--- config.mk ---
export PLATFORM = sky130hd
export DESIGN_NAME = vga_pixel_fetcher
export DESIGN_NICKNAME = d
export VERILOG_FILES = /design/src/rtl/vga_pkg.sv /design/src/rtl/vga_fwft_fifo.sv /design/src/rtl/vga_pixel_fetcher.sv
export SDC_FILE = /design/constraint.sdc
export NUM_CORES = 1
export LEC_CHECK = 0
export ABC_AREA = 0
export CORE_AREA = 2 2 126 128
export CTS_CLUSTER_DIAMETER = 150
export DETAILED_ROUTE_END_ITERATION = 16
export DIE_AREA = 0 0 128 130
export MAX_ROUTING_LAYER = met4
export PLACE_DENSITY = 0.74
export SLEW_MARGIN = 20
export SYNTH_ARGS = -nofsm -noshare
export SYNTH_HDL_FRONTEND = slang
export SYNTH_SLANG_ARGS = --single-unit
--- constraint.sdc ---
create_clock -name clk25MHz -period 2.84 [get_ports clk25MHz]
set_input_delay 0.568 -clock clk25MHz [delete_from_list [all_inputs] [get_ports clk25MHz]]
set_output_delay 0.568 -clock clk25MHz [all_outputs]
set_load 0.01 [all_outputs]
--- src/rtl/vga_pkg.sv ---
// Shared definitions for the VGA pixel-fetch path.
//   H_ACTIVE / V_ACTIVE : default visible raster size
//   FRAME_PIXELS        : pixels fetched per frame
//   rgb332_t            : 8-bit pixel, R[7:5] G[4:2] B[1:0]
//   fetch_state_t       : fetch FSM states
package vga_pkg;

  localparam int unsigned H_ACTIVE     = 640;
  localparam int unsigned V_ACTIVE     = 480;
  localparam int unsigned FRAME_PIXELS = H_ACTIVE * V_ACTIVE;

  typedef logic [7:0] rgb332_t;

  typedef enum logic [1:0] {
    IDLE  = 2'd0,
    REQ   = 2'd1,
    DRAIN = 2'd2,
    DONE  = 2'd3
  } fetch_state_t;

endpackage

--- src/rtl/vga_fwft_fifo.sv ---
// First-word-fall-through pixel FIFO.
//   clk_i   : clock
//   rst_ni  : asynchronous active-low reset
//   flush_i : empty the FIFO (wins over push/pop)
//   push_i  : write data_i
//   data_i  : pixel to write
//   pop_i   : discard the head entry
//   head_o  : head entry, 0 when empty
//   level_o : current occupancy (0..DEPTH)
module vga_fwft_fifo
  import vga_pkg::*;
#(
  parameter int unsigned DEPTH = 16
) (
  input  logic                     clk_i,
  input  logic                     rst_ni,
  input  logic                     flush_i,
  input  logic                     push_i,
  input  rgb332_t                  data_i,
  input  logic                     pop_i,
  output rgb332_t                  head_o,
  output logic [$clog2(DEPTH):0]   level_o
);

  localparam int unsigned PTR_W = $clog2(DEPTH);
  localparam int unsigned LVL_W = PTR_W + 1;
  localparam logic [LVL_W-1:0] DEPTH_C = LVL_W'(DEPTH);

  rgb332_t            mem_q [DEPTH];
  logic [PTR_W-1:0]   wr_ptr_q, wr_ptr_d;
  logic [PTR_W-1:0]   rd_ptr_q, rd_ptr_d;
  logic [LVL_W-1:0]   level_q, level_d;
  logic               do_push;
  logic               do_pop;

  // Guard against overflow/underflow even though the caller never asks for it.
  assign do_pop  = pop_i && (level_q != '0);
  assign do_push = push_i && ((level_q != DEPTH_C) || do_pop);

  always_comb begin
    wr_ptr_d = wr_ptr_q;
    rd_ptr_d = rd_ptr_q;
    level_d  = level_q;
    if (flush_i) begin
      wr_ptr_d = '0;
      rd_ptr_d = '0;
      level_d  = '0;
    end else begin
      if (do_push) wr_ptr_d = wr_ptr_q + PTR_W'(1);
      if (do_pop)  rd_ptr_d = rd_ptr_q + PTR_W'(1);
      case ({do_push, do_pop})
        2'b10:   level_d = level_q + LVL_W'(1);
        2'b01:   level_d = level_q - LVL_W'(1);
        default: level_d = level_q;
      endcase
    end
  end

  always_ff @(posedge clk_i or negedge rst_ni) begin
    if (!rst_ni) begin
      wr_ptr_q <= '0;
      rd_ptr_q <= '0;
      level_q  <= '0;
    end else begin
      wr_ptr_q <= wr_ptr_d;
      rd_ptr_q <= rd_ptr_d;
      level_q  <= level_d;
    end
  end

  // Storage needs no reset: head_o is masked while the FIFO is empty.
  always_ff @(posedge clk_i) begin
    if (do_push && !flush_i) mem_q[wr_ptr_q] <= data_i;
  end

  assign head_o  = (level_q != '0) ? mem_q[rd_ptr_q] : '0;
  assign level_o = level_q;

endmodule

--- src/rtl/vga_pixel_fetcher.sv ---
// Raster-order pixel fetcher feeding the VGA driver.
// Reads pixels from frame memory over a req/ack handshake into a FWFT FIFO,
// presents the head pixel on colors and pops it on need_pixel.
//   clk25MHz   : pixel clock
//   rst        : asynchronous active-low reset
//   en         : enable pops and new requests
//   vsync      : rising edge realigns fetch address and flushes the FIFO
//   need_pixel : driver consumes the head pixel this cycle
//   colors     : head pixel (0 when FIFO empty)
//   mem_req    : read request, held until mem_ack
//   mem_addr   : read address, stable while mem_req is high
//   mem_ack    : one-cycle acknowledge, mem_data valid
//   mem_data   : read data
//   underflow  : sticky, pop attempted on empty FIFO; cleared by vsync rise
//   fifo_level : FIFO occupancy
module vga_pixel_fetcher
  import vga_pkg::*;
#(
  parameter int unsigned H_ACTIVE   = vga_pkg::H_ACTIVE,
  parameter int unsigned V_ACTIVE   = vga_pkg::V_ACTIVE,
  parameter int unsigned FIFO_DEPTH = 16,
  parameter int unsigned ADDR_W     = 19,
  parameter int unsigned BASE_ADDR  = 0
) (
  input  logic                          clk25MHz,
  input  logic                          rst,
  input  logic                          en,
  input  logic                          vsync,
  input  logic                          need_pixel,
  output logic [7:0]                    colors,
  output logic                          mem_req,
  output logic [ADDR_W-1:0]             mem_addr,
  input  logic                          mem_ack,
  input  logic [7:0]                    mem_data,
  output logic                          underflow,
  output logic [$clog2(FIFO_DEPTH):0]   fifo_level
);

  localparam int unsigned LVL_W = $clog2(FIFO_DEPTH) + 1;
  localparam logic [ADDR_W-1:0] BASE    = ADDR_W'(BASE_ADDR);
  localparam logic [ADDR_W-1:0] FRAME   = ADDR_W'(H_ACTIVE * V_ACTIVE);
  localparam logic [LVL_W:0]    DEPTH_C = (LVL_W + 1)'(FIFO_DEPTH);

  fetch_state_t       state_q, state_d;
  logic [ADDR_W-1:0]  pix_cnt_q, pix_cnt_d;
  logic [ADDR_W-1:0]  addr_q, addr_d;
  logic               underflow_q, underflow_d;
  logic               vsync_d_q;

  logic               vsync_rise;
  logic               push;
  logic               pop;
  logic               outstanding;
  logic               credit;
  logic [LVL_W-1:0]   level;
  rgb332_t            head;

  assign vsync_rise  = vsync && !vsync_d_q;
  assign outstanding = (state_q == REQ);
  assign credit      = ({1'b0, level} + {{LVL_W{1'b0}}, outstanding}) < DEPTH_C;
  assign pop         = en && need_pixel && (level != '0) && !vsync_rise;

  always_comb begin
    state_d     = state_q;
    pix_cnt_d   = pix_cnt_q;
    addr_d      = addr_q;
    push        = 1'b0;
    underflow_d = underflow_q;

    if (vsync_rise) begin
      underflow_d = 1'b0;
    end else if (en && need_pixel && (level == '0)) begin
      underflow_d = 1'b1;
    end

    case (state_q)
      IDLE: begin
        if (vsync_rise) begin
          state_d = IDLE;
        end else if (pix_cnt_q == FRAME) begin
          state_d = DONE;
        end else if (en && credit) begin
          state_d = REQ;
          addr_d  = BASE + pix_cnt_q;
        end
      end
      REQ: begin
        if (vsync_rise) begin
          // Data acked in the realign cycle belongs to the old frame.
          state_d = mem_ack ? IDLE : DRAIN;
        end else if (mem_ack) begin
          push      = 1'b1;
          pix_cnt_d = pix_cnt_q + ADDR_W'(1);
          state_d   = IDLE;
        end
      end
      DRAIN: begin
        if (mem_ack) state_d = IDLE;
      end
      DONE: begin
        if (vsync_rise) state_d = IDLE;
      end
      default: state_d = IDLE;
    endcase

    if (vsync_rise) begin
      pix_cnt_d = '0;
      // The old-frame request is still outstanding in DRAIN, so its address
      // is held until the ack; the next request is issued from BASE anyway.
      if (state_d != DRAIN) addr_d = BASE;
    end
  end

  always_ff @(posedge clk25MHz or negedge rst) begin
    if (!rst) begin
      state_q <= IDLE;
    end else begin
      state_q <= state_d;
    end
  end

  always_ff @(posedge clk25MHz or negedge rst) begin
    if (!rst) begin
      pix_cnt_q   <= '0;
      addr_q      <= BASE;
      underflow_q <= 1'b0;
      vsync_d_q   <= 1'b0;
    end else begin
      pix_cnt_q   <= pix_cnt_d;
      addr_q      <= addr_d;
      underflow_q <= underflow_d;
      vsync_d_q   <= vsync;
    end
  end

  vga_fwft_fifo #(
    .DEPTH (FIFO_DEPTH)
  ) u_fifo (
    .clk_i   (clk25MHz),
    .rst_ni  (rst),
    .flush_i (vsync_rise),
    .push_i  (push),
    .data_i  (mem_data),
    .pop_i   (pop),
    .head_o  (head),
    .level_o (level)
  );

  assign mem_req    = (state_q == REQ) || (state_q == DRAIN);
  assign mem_addr   = addr_q;
  assign colors     = head;
  assign underflow  = underflow_q;
  assign fifo_level = level;

endmodule
==> metrics.txt <==
outcome=complete, no violations; H-Tree Depth=4; clock group share of total power=between 20 and 30%; Async S/R FF share, synth=a little under a third; CP delay by family, top=multiplexers; Die W=between 100 and 150 um; sequential-to-total area share from yosys stat=about two thirds; root buf cell=clkbuf_16; WP depth=6; commonest non-fill, non-tap cells in the layout=edfxtp_1 (128), nor2_1 (57), dfrtp_1 (54); Worst Path Required=between 2 and 2.5 ns; Final min period=around 2.8 ns; R2R depth=10; nets@finish=around 650; Syn Std Cell Area=0.007895 sq mm; Static Leakage=3.644 nW; Startpoint Class=flop; worst-path cell chain=buf_12 -> buf_4 -> mux4_2 -> mux2i_2 -> o22ai_1 -> clkbuf_2; # hold bufs at CTS=0; Combinational Power Share=a little under a third; Yosys cell types=49; WP data arrival=approximately 2.2 ns; Hold Crit Class=input port to asynchronous set/reset pin; # rows=46; Yosys Warn Count=0; Switch Pwr=approximately 2.3 mW; vias per cell=around 5.7; Net Count, Synth=about 540; Reg power frac=between 30 and 40%; Int Pwr=about 5.7 mW; io pins=between 40 and 50; die area=approximately 0.017 sq mm; Max Buffers Root-to-Sink=2; worst reg2reg path endpoint=u_fifo.level_o[4]; kind of critical path=flop to primary output; global-route wire length before repair=26.96 mm; register-to-register setup slack=0.19 ns; IO buf count=47; Final Hold Fails=0; Worst path slowest cell=mux4_2; proportion of layout cells with a drive suffix above 1=a little under a quarter; antenna violations before repair=0; CP peak stage delay=approximately 0.52 ns; gr usage total=around 22%; Starting Density=between 50% and 60%; DRC viols=0; ys flop type=edfxtp_1; highest clock rate=0.3634 GHz; clock transition at the registers of the reported paths=0.07 ns; First DRT Iteration DRCs=between 300 and 400; RSZ-0062 raised after global routing=no; routed vias=between 4,000 and 5,000; DP HPWL=roughly 11 mm; gpl congestion=0.8236; Max VDD drop=0.4861 mV; core box area=about 0.015 sq mm; Tcrit/Tclk final=between 90% and 100%; WL per Instance=20.10 um; worst slew pin tran=0.7347 ns; Final Max Slew Viols=0; Overflow after GRT=0; syn avg cell area=about 15 sq um; number of diodes=0; Syn-to-layout area delta=23.52%; Final TNS setup=0 ns; PD cells=around 820 mW/mm^2; CTS Sinks=~180; Sw Share=between 20% and 30%; leading cell type in the layout, fill and taps excluded=edfxtp_1; r2r startpoint=u_fifo.level_o[1]; vias in the first global route=approximately 5,000; Clk Latency, worst-skew pair=around 0.43 ns; DRT Pass-1 Iters=5; CP endpoint kind=primary output; Routed WL=approximately 17 mm; overall die height=about 130 um; antenna-violating nets left=0; slew margin rel.=around half; CTS tree=done; final setup vio count=0; clk_skew=between 0.007 and 0.008 ns; EDFF count, synth=128; Bufs and invs on worst path=3; CTS Buf Count=17; post-synthesis register bit count=183; fillers=1,113; Worst Path Max Fanout=8; Synth Instances=512; end-of-flow core utilization=a little over three fifths; max_cap viols=0; largest net degree at the start of global routing=35
through the flow:
stage	power, mW	worst slack (ns)	instances	hold slack, ns	cell area [sq um]
CTS	8.094	-0.06486	822	0.2101	9789
global route	8.356	0.006152	821	0.2408	9752
floorplan	4.590	0.03224	512	0.2724	7895
global placement	5.420	-0.02239	775	0.4986	8994
detailed placement	5.489	-0.1509	775	0.5192	8994
finish	7.966	0.08794	821	0.1982	9752
what timing repair did:
item / 4_1_cts / 5_1_grt
buffers inserted: 13 / 1
gates cloned: 2 / 0
endpoints found under the setup margin: 8 / 16
resized for setup: 34 / 9
pin swaps: 1 / 2
cells in the mapped netlist, drive strengths merged (2+ instances only):
master,count,area (sq um)
nor2,57,214.0
nor3b,2,15.01
nand3,6,30.03
xnor2,15,131.4
dfrtp,55,1376
buf,12,65.06
or2,2,12.51
nand2b,3,18.77
nor3,8,40.04
a21oi,8,40.04
o22ai,9,56.30
a31oi,2,12.51
and3,4,25.02
o21ai,9,45.04
inv,14,52.55
nand2,21,78.83
nor2b,2,12.51
a2111oi,2,36.29
xor2,12,105.1
clkbuf,9,33.78
mux4,32,720.7
nor4,3,33.78
nand3b,4,30.03
mux2i,30,300.3
nand4,8,50.05
and2,18,112.6
o211ai,3,22.52
ha,15,187.7
edfxtp,128,3844
a21o,3,22.52
a22oi,3,22.52
final cells by class:
class	instances	area (sq um)	share of cell area (%)
clock buffer	23	510.5	5.235
clock inverter	9	87.58	0.8981
inverter	14	52.55	0.5389
multi-input combinational	294	2564	26.29
sequential	183	5221	53.54
tap	192	240.2	2.463
timing repair buffer	106	1076	11.03
cell families after synthesis:
kind of cell | after synthesis | synth area share, %
adder cells (fa/ha/maj) | 16 | 2.631
AO/OA/AOI/OAI | 45 | 4.215
flip-flops | 183 | 66.12
multiplexers | 62 | 12.93
buffers and inverters | 35 | 1.918
AND/OR/NAND/NOR | 144 | 9.192
XOR/XNOR | 27 | 2.995
sequential cells by signal, summed over array words and instances, names as in the netlist:
name and count:
u_fifo.mem_q 128, mem_addr 19, pix_cnt_q 19, u_fifo.level_o 5, u_fifo.rd_ptr_q 4, u_fifo.wr_ptr_q 4
state_q 2, underflow 1, vsync_d_q 1
worst max-delay path by stage:
stage / from / end / slack [ns]
floorplan: u_fifo.level_o[1] / u_fifo.level_o[4] / 0.03
global placement: en / u_fifo.level_o[4] / -0.02
detailed placement: en / u_fifo.level_o[4] / -0.15
CTS: u_fifo.rd_ptr_q[0] / colors[6] / -0.06
global route: u_fifo.rd_ptr_q[0] / colors[6] / 0.006
finish: u_fifo.rd_ptr_q[0] / colors[6] / 0.09
per-layer routing:
metal	global-route usage [%]	wire length (um)
met3	4.305	714
met4	8.145	291
met1	27.89	7123
met5	-	0
met2	36.84	8371
worst register-to-register path: stages, from the launching register on:
cell     delay, ns
dfrtp_1       0.46
nor4_4        0.38
a21oi_1       0.15
nand3_1       0.11
inv_1         0.06
ha_1          0.28
nor2b_1       0.14
o21a_1        0.18
or4b_1        0.47
a21o_1        0.20
a31oi_1       0.15
power by group through the flow:
stage	clock network [mW]	logic [mW]	registers, mW
6_report	2.34	2.47	3.16
5_1_grt	2.49	2.69	3.17
4_1_cts	2.38	2.56	3.16
3_5_place_dp	0	2.28	3.21
3_3_place_gp	0	2.23	3.19
2_1_floorplan	0	1.42	3.17
No activity file was read; power rests on OpenSTA's default activity.
==> RTL change 1: new RTL, config.mk and constraints unchanged <==
Change the parameter `FIFO_DEPTH` from 16 to 8.
--- a/src/rtl/vga_pixel_fetcher.sv
+++ b/src/rtl/vga_pixel_fetcher.sv
@@ -20,3 +20,3 @@
   parameter int unsigned V_ACTIVE   = vga_pkg::V_ACTIVE,
-  parameter int unsigned FIFO_DEPTH = 16,
+  parameter int unsigned FIFO_DEPTH = 8,
   parameter int unsigned ADDR_W     = 19,
Ports: changed (resized fifo_level); port bits go from 48 to 47. No check against the original RTL was run, so the function may have changed too.
==> RTL change 1 against the unedited design <==
Hold slack got worse by 78 ps; total power down 29%; area after synthesis down 32%; global-route usage is 6.9 points lower; cell count fell by 18%; design area decreased by 30%; register-to-register slack gained 180 ps; routed wire length is 30% lower; setup slack worse by 17 ps; largest cell class unchanged; sequential cell count is 67 lower.
==> RTL change 1: results (changes against the unedited design) <==
Status -> finished clean
Multi-input gate share of the layout cell area -> 28.6% (+2.3 points)
Synth top area cells -> edfxtp_1 (36%), dfrtp_1 (24%), mux4_2 (6.7%)
Max reg flops -> 64 (-50%)
Vias in the first global route -> 3692 (-26%)
Leak -> 2.74 nW (-25%)
Psw -> 0.00167 W (-28%)
Clkbuf count -> 17 (-26%)
Buffering overhead -> 10.6% (-0.46 points)
Storage element area -> 3220 µm² (-38%)
Inst Count DP -> 637 (-18%)
Net count, final -> 495 (-23%)
Largest net degree at the start of global routing -> 53 (+51%)
Multiplexer share of the synthesized area -> 12.9% (about the same)
Crit path DAT -> 2200 ps (+20 ps)
Global routing usage on met2 -> 25.8% (-11 points)
DR WL met2 -> 5990 µm (-28%)
EDFF count, synth -> 64 (-50%)
PwrDens -> 826 nW/µm² (+1.2%)
Register area share after synthesis -> 60.4% (-5.8 points)
Multi-input gate count -> 241 (-18%)
Clk tree area frac -> 8.75% (+2.6 points)
Critical Path Sink -> colors[4]
Detailed Route Iter0 Violations -> 323 (-9.5%)
R2R Path Start -> u_fifo.level_o[2]
Worst vdd ir -> 0.000611 V (+26%)
Final Cell Area -> 6810 µm² (-30%)
Gp weighted congestion -> 0.826 (+0.34%)
Dpl cell area -> 6140 µm² (-32%)
Synth Net Count -> 421 (-22%)
Share of cells above drive strength 1 -> 19.1% (-4.6 points)
Reg2Reg Depth -> 8 (-2)
Post-Synth Adder-Cell Area -> 2.95% (+0.32 points)
Post-synth ARST share -> 44.8% (+15 points)
Rel. slew slack -> 61.4% (+10 points)
Detailed-routed wire length on met3 -> 503 µm (-30%)
Post-synth top cells -> edfxtp_1 (64), dfrtp_1 (52), nand2_1 (47)
Clk_skew -> 8.31 ps (+0.375 ps)
Total track usage -> 15.4% (-6.9 points)
M1 WL -> 5000 µm (-30%)
P_seq -> 0.00202 W (-36%)
Synth Register Bits -> 116 (-37%)
[RTL change 1: cell count changes after synthesis, sizes merged, moves of 7 or more]
cell / before / now
edfxtp: 128 / 64
nor2: 57 / 25
nand2: 21 / 48
mux4: 32 / 16
and2: 18 / 3
xor2: 12 / 2
o22ai: 9 / 1
inv: 14 / 21
[RTL change 1: timing repair]
action / 4_1_cts / 5_1_grt
resized for setup: 2 / 8
buffers inserted: 1 / 3
cloned: 0 / 1
endpoints found under the setup margin: 2 / 6
[RTL change 1: how the worst min path moves through the flow]
stage / start / endpoint / slack (ps) / cells past startpoint
3_3_place_gp: mem_addr[10] / mem_addr[10] / 510 / 2
6_report: rst / mem_addr[15] / 120 / 2
4_1_cts: rst / mem_addr[13] / 140 / 2
2_1_floorplan: rst / mem_addr[0] / 270 / 0
5_1_grt: rst / mem_addr[14] / 160 / 2
3_5_place_dp: underflow / underflow / 520 / 2
==> RTL change 2: new RTL, same flow settings <==
Made on the original files. Reset style: synchronous (`rst` and `rst_ni`), changed in 3 clocked blocks. Comments in the files are not updated.
--- a/src/rtl/vga_fwft_fifo.sv
+++ b/src/rtl/vga_fwft_fifo.sv
@@ -58,3 +58,3 @@
 
-  always_ff @(posedge clk_i or negedge rst_ni) begin
+  always_ff @(posedge clk_i) begin
     if (!rst_ni) begin
--- a/src/rtl/vga_pixel_fetcher.sv
+++ b/src/rtl/vga_pixel_fetcher.sv
@@ -113,3 +113,3 @@
 
-  always_ff @(posedge clk25MHz or negedge rst) begin
+  always_ff @(posedge clk25MHz) begin
     if (!rst) begin
@@ -121,3 +121,3 @@
 
-  always_ff @(posedge clk25MHz or negedge rst) begin
+  always_ff @(posedge clk25MHz) begin
     if (!rst) begin
Behaviour: differs if rst is asserted again (counterexample within 4 cycles, from zero or initial values and one cycle with rst low); with rst held inactive, the same outputs for 4 cycles.
==> RTL change 2 against the unedited design <==
Die area did not move; routed wire length decreased by 3.5%; setup slack lost 40 ps; first-iteration DRC count shrank 13%; area after synthesis fell by 2.2%; hold slack better by 290 ps; synthesized cell count rose by 0.20%; sequential cell count is 4 higher; design area down 3.4%; critical endpoint is now colors[5]; largest cell class unchanged; highest routed layer unchanged.
Power is not compared: it rests on default switching activity, and its combinational part moved more than twofold at a synthesized area within 25%.
==> RTL change 2: results (changes against the unedited design) <==
Storage element area -> 5030 µm² (-3.7%)
Dpl cell area -> 8760 µm² (-2.6%)
Worst Hold Class -> flop to flop
Post-synthesis compound-gate area fraction -> 3.36% (-0.86 points)
Multiplexer share of the synthesized area -> 14.3% (+1.3 points)
Min-Delay Path Depth -> 2
Post-synth top cells -> edfxtp_1 (128), dfxtp_1 (59), nor2_1 (58)
Crit path DAT -> 2220 ps (+40 ps)
Detailed Route Iter0 Violations -> 312 (-13%)
Gp weighted congestion -> 0.825 (+0.22%)
Synth Net Count -> 543 (+0.18%)
Total track usage -> 20.8% (-1.5 points)
Global-route wire length before repair -> 24800 µm (-7.9%)
Hold_ws -> 492 ps (+294 ps)
Reg2reg setup slack -> 220 ps (+30 ps)
Routed WL -> 15900 µm (-3.5%)
Largest net degree at the start of global routing -> 33 (-5.7%)
Status -> finished clean
Register area share after synthesis -> 65.1% (-1.0 points)
DR vias -> 4557 (-2.5%)
Synth top area cells -> edfxtp_1 (50%), dfxtp_1 (15%), mux4_2 (9.3%)
Clk_skew -> 10.2 ps (+2.31 ps)
Share of cells above drive strength 1 -> 22.3% (-1.3 points)
Post-Synth Adder-Cell Area -> 2.69% (+0.060 points)
Worst R2R End -> u_fifo.level_o[4]
Post-synth ARST share -> 0% (-30 points)
Critical Path Fanout Max -> 6 (-2)
Residual DRC -> 0 (unchanged)
Rel. slew slack -> 49.7% (-1.3 points)
DR pass1 iterations -> 4 (-1)
Reg2Reg Depth -> 11 (+1)
DP Wirelength -> 10500 µm (-3.6%)
Post-synth cell types -> 56 (+14%)
[RTL change 2: power breakdown]
group	leakage [nW]	internal [W]	switching, W	total (W)
clock	0.279	0.00118	0.00103	0.00220
combinational	1.36	0.0000706	0.000101	0.000172
sequential	1.63	0.00291	0.00000543	0.00292
total	3.27	0.00416	0.00113	0.00529
[RTL change 2: per-layer routing]
| layer | vias to the layer above | share of wire (%) | global-route usage (%) |
|---|---|---|---|
| li1 | 2121 | - | - |
| met1 | 2284 | 43 | 25.3 |
| met2 | 124 | 50 | 34.2 |
| met3 | 28 | 4.4 | 4.80 |
| met4 | 0 | 2.6 | 7.95 |
| met5 | - | 0 | - |
[RTL change 2: cells by family (layout without fill, tap and decap cells)]
group	count (synthesis)	after routing
DFF	187	187
and+or+nand+nor	136	136
muxes	70	70
AOI/OAI and AO/OA	39	39
buffers and inverters	39	148
xor gates and xnor gates	26	26
adders and majority gates	16	16
[RTL change 2: layout make-up]
cell class / instances / share of cell area (%)
Inverter: 17 / 0.677
Timing Repair Buffer: 99 / 10.3
Clock inverter: 12 / 0.956
Tap cell: 192 / 2.55
Clock buffer: 20 / 4.85
Sequential cell: 187 / 53.4
Multi-Input combinational cell: 287 / 27.3
[RTL change 2: timing repair]
action / 4_1_cts / 5_1_grt
setup endpoints to repair: 8 / 5
hold buffers: 0 / 0
hold endpoints to repair: 0 / 0
pin swaps: 0 / 1
setup buffers: 2 / 0
gates cloned: 1 / 1
gates resized for setup: 17 / 7
[RTL change 2: worst max-delay path by stage]
| stage | start | endpoint | slack [ps] | depth (start not counted) |
|---|---|---|---|---|
| after floorplan | need_pixel | u_fifo.level_o[4] | 320 | 10 |
| after global placement | need_pixel | u_fifo.level_o[4] | -50 | 11 |
| after detailed placement | need_pixel | u_fifo.level_o[4] | -140 | 11 |
| after CTS | flop | colors[5] | 20 | 5 |
| after global routing | u_fifo.level_o[2] | colors[5] | -5 | 6 |
| final | flop | colors[5] | 50 | 5 |
[RTL change 2: worst max-delay path, delay by kind of cell, from the launching register on]
family                 cells  cell delay [ps]
flip-flops                 1              440
buffers and inverters      2              460
multiplexers               2              750
AO/OA/AOI/OAI              1              130
[RTL change 2: metrics by stage]
step / TNS (ps) / instances / setup slack [ps]
after floorplan: 0 / 513 / 320
after global placement: -47.5 / 778 / -47.5
after detailed placement: -136 / 778 / -136
after CTS: 0 / 813 / 18.8
after global routing: -7.08 / 814 / -5.27
final: 0 / 814 / 48.1
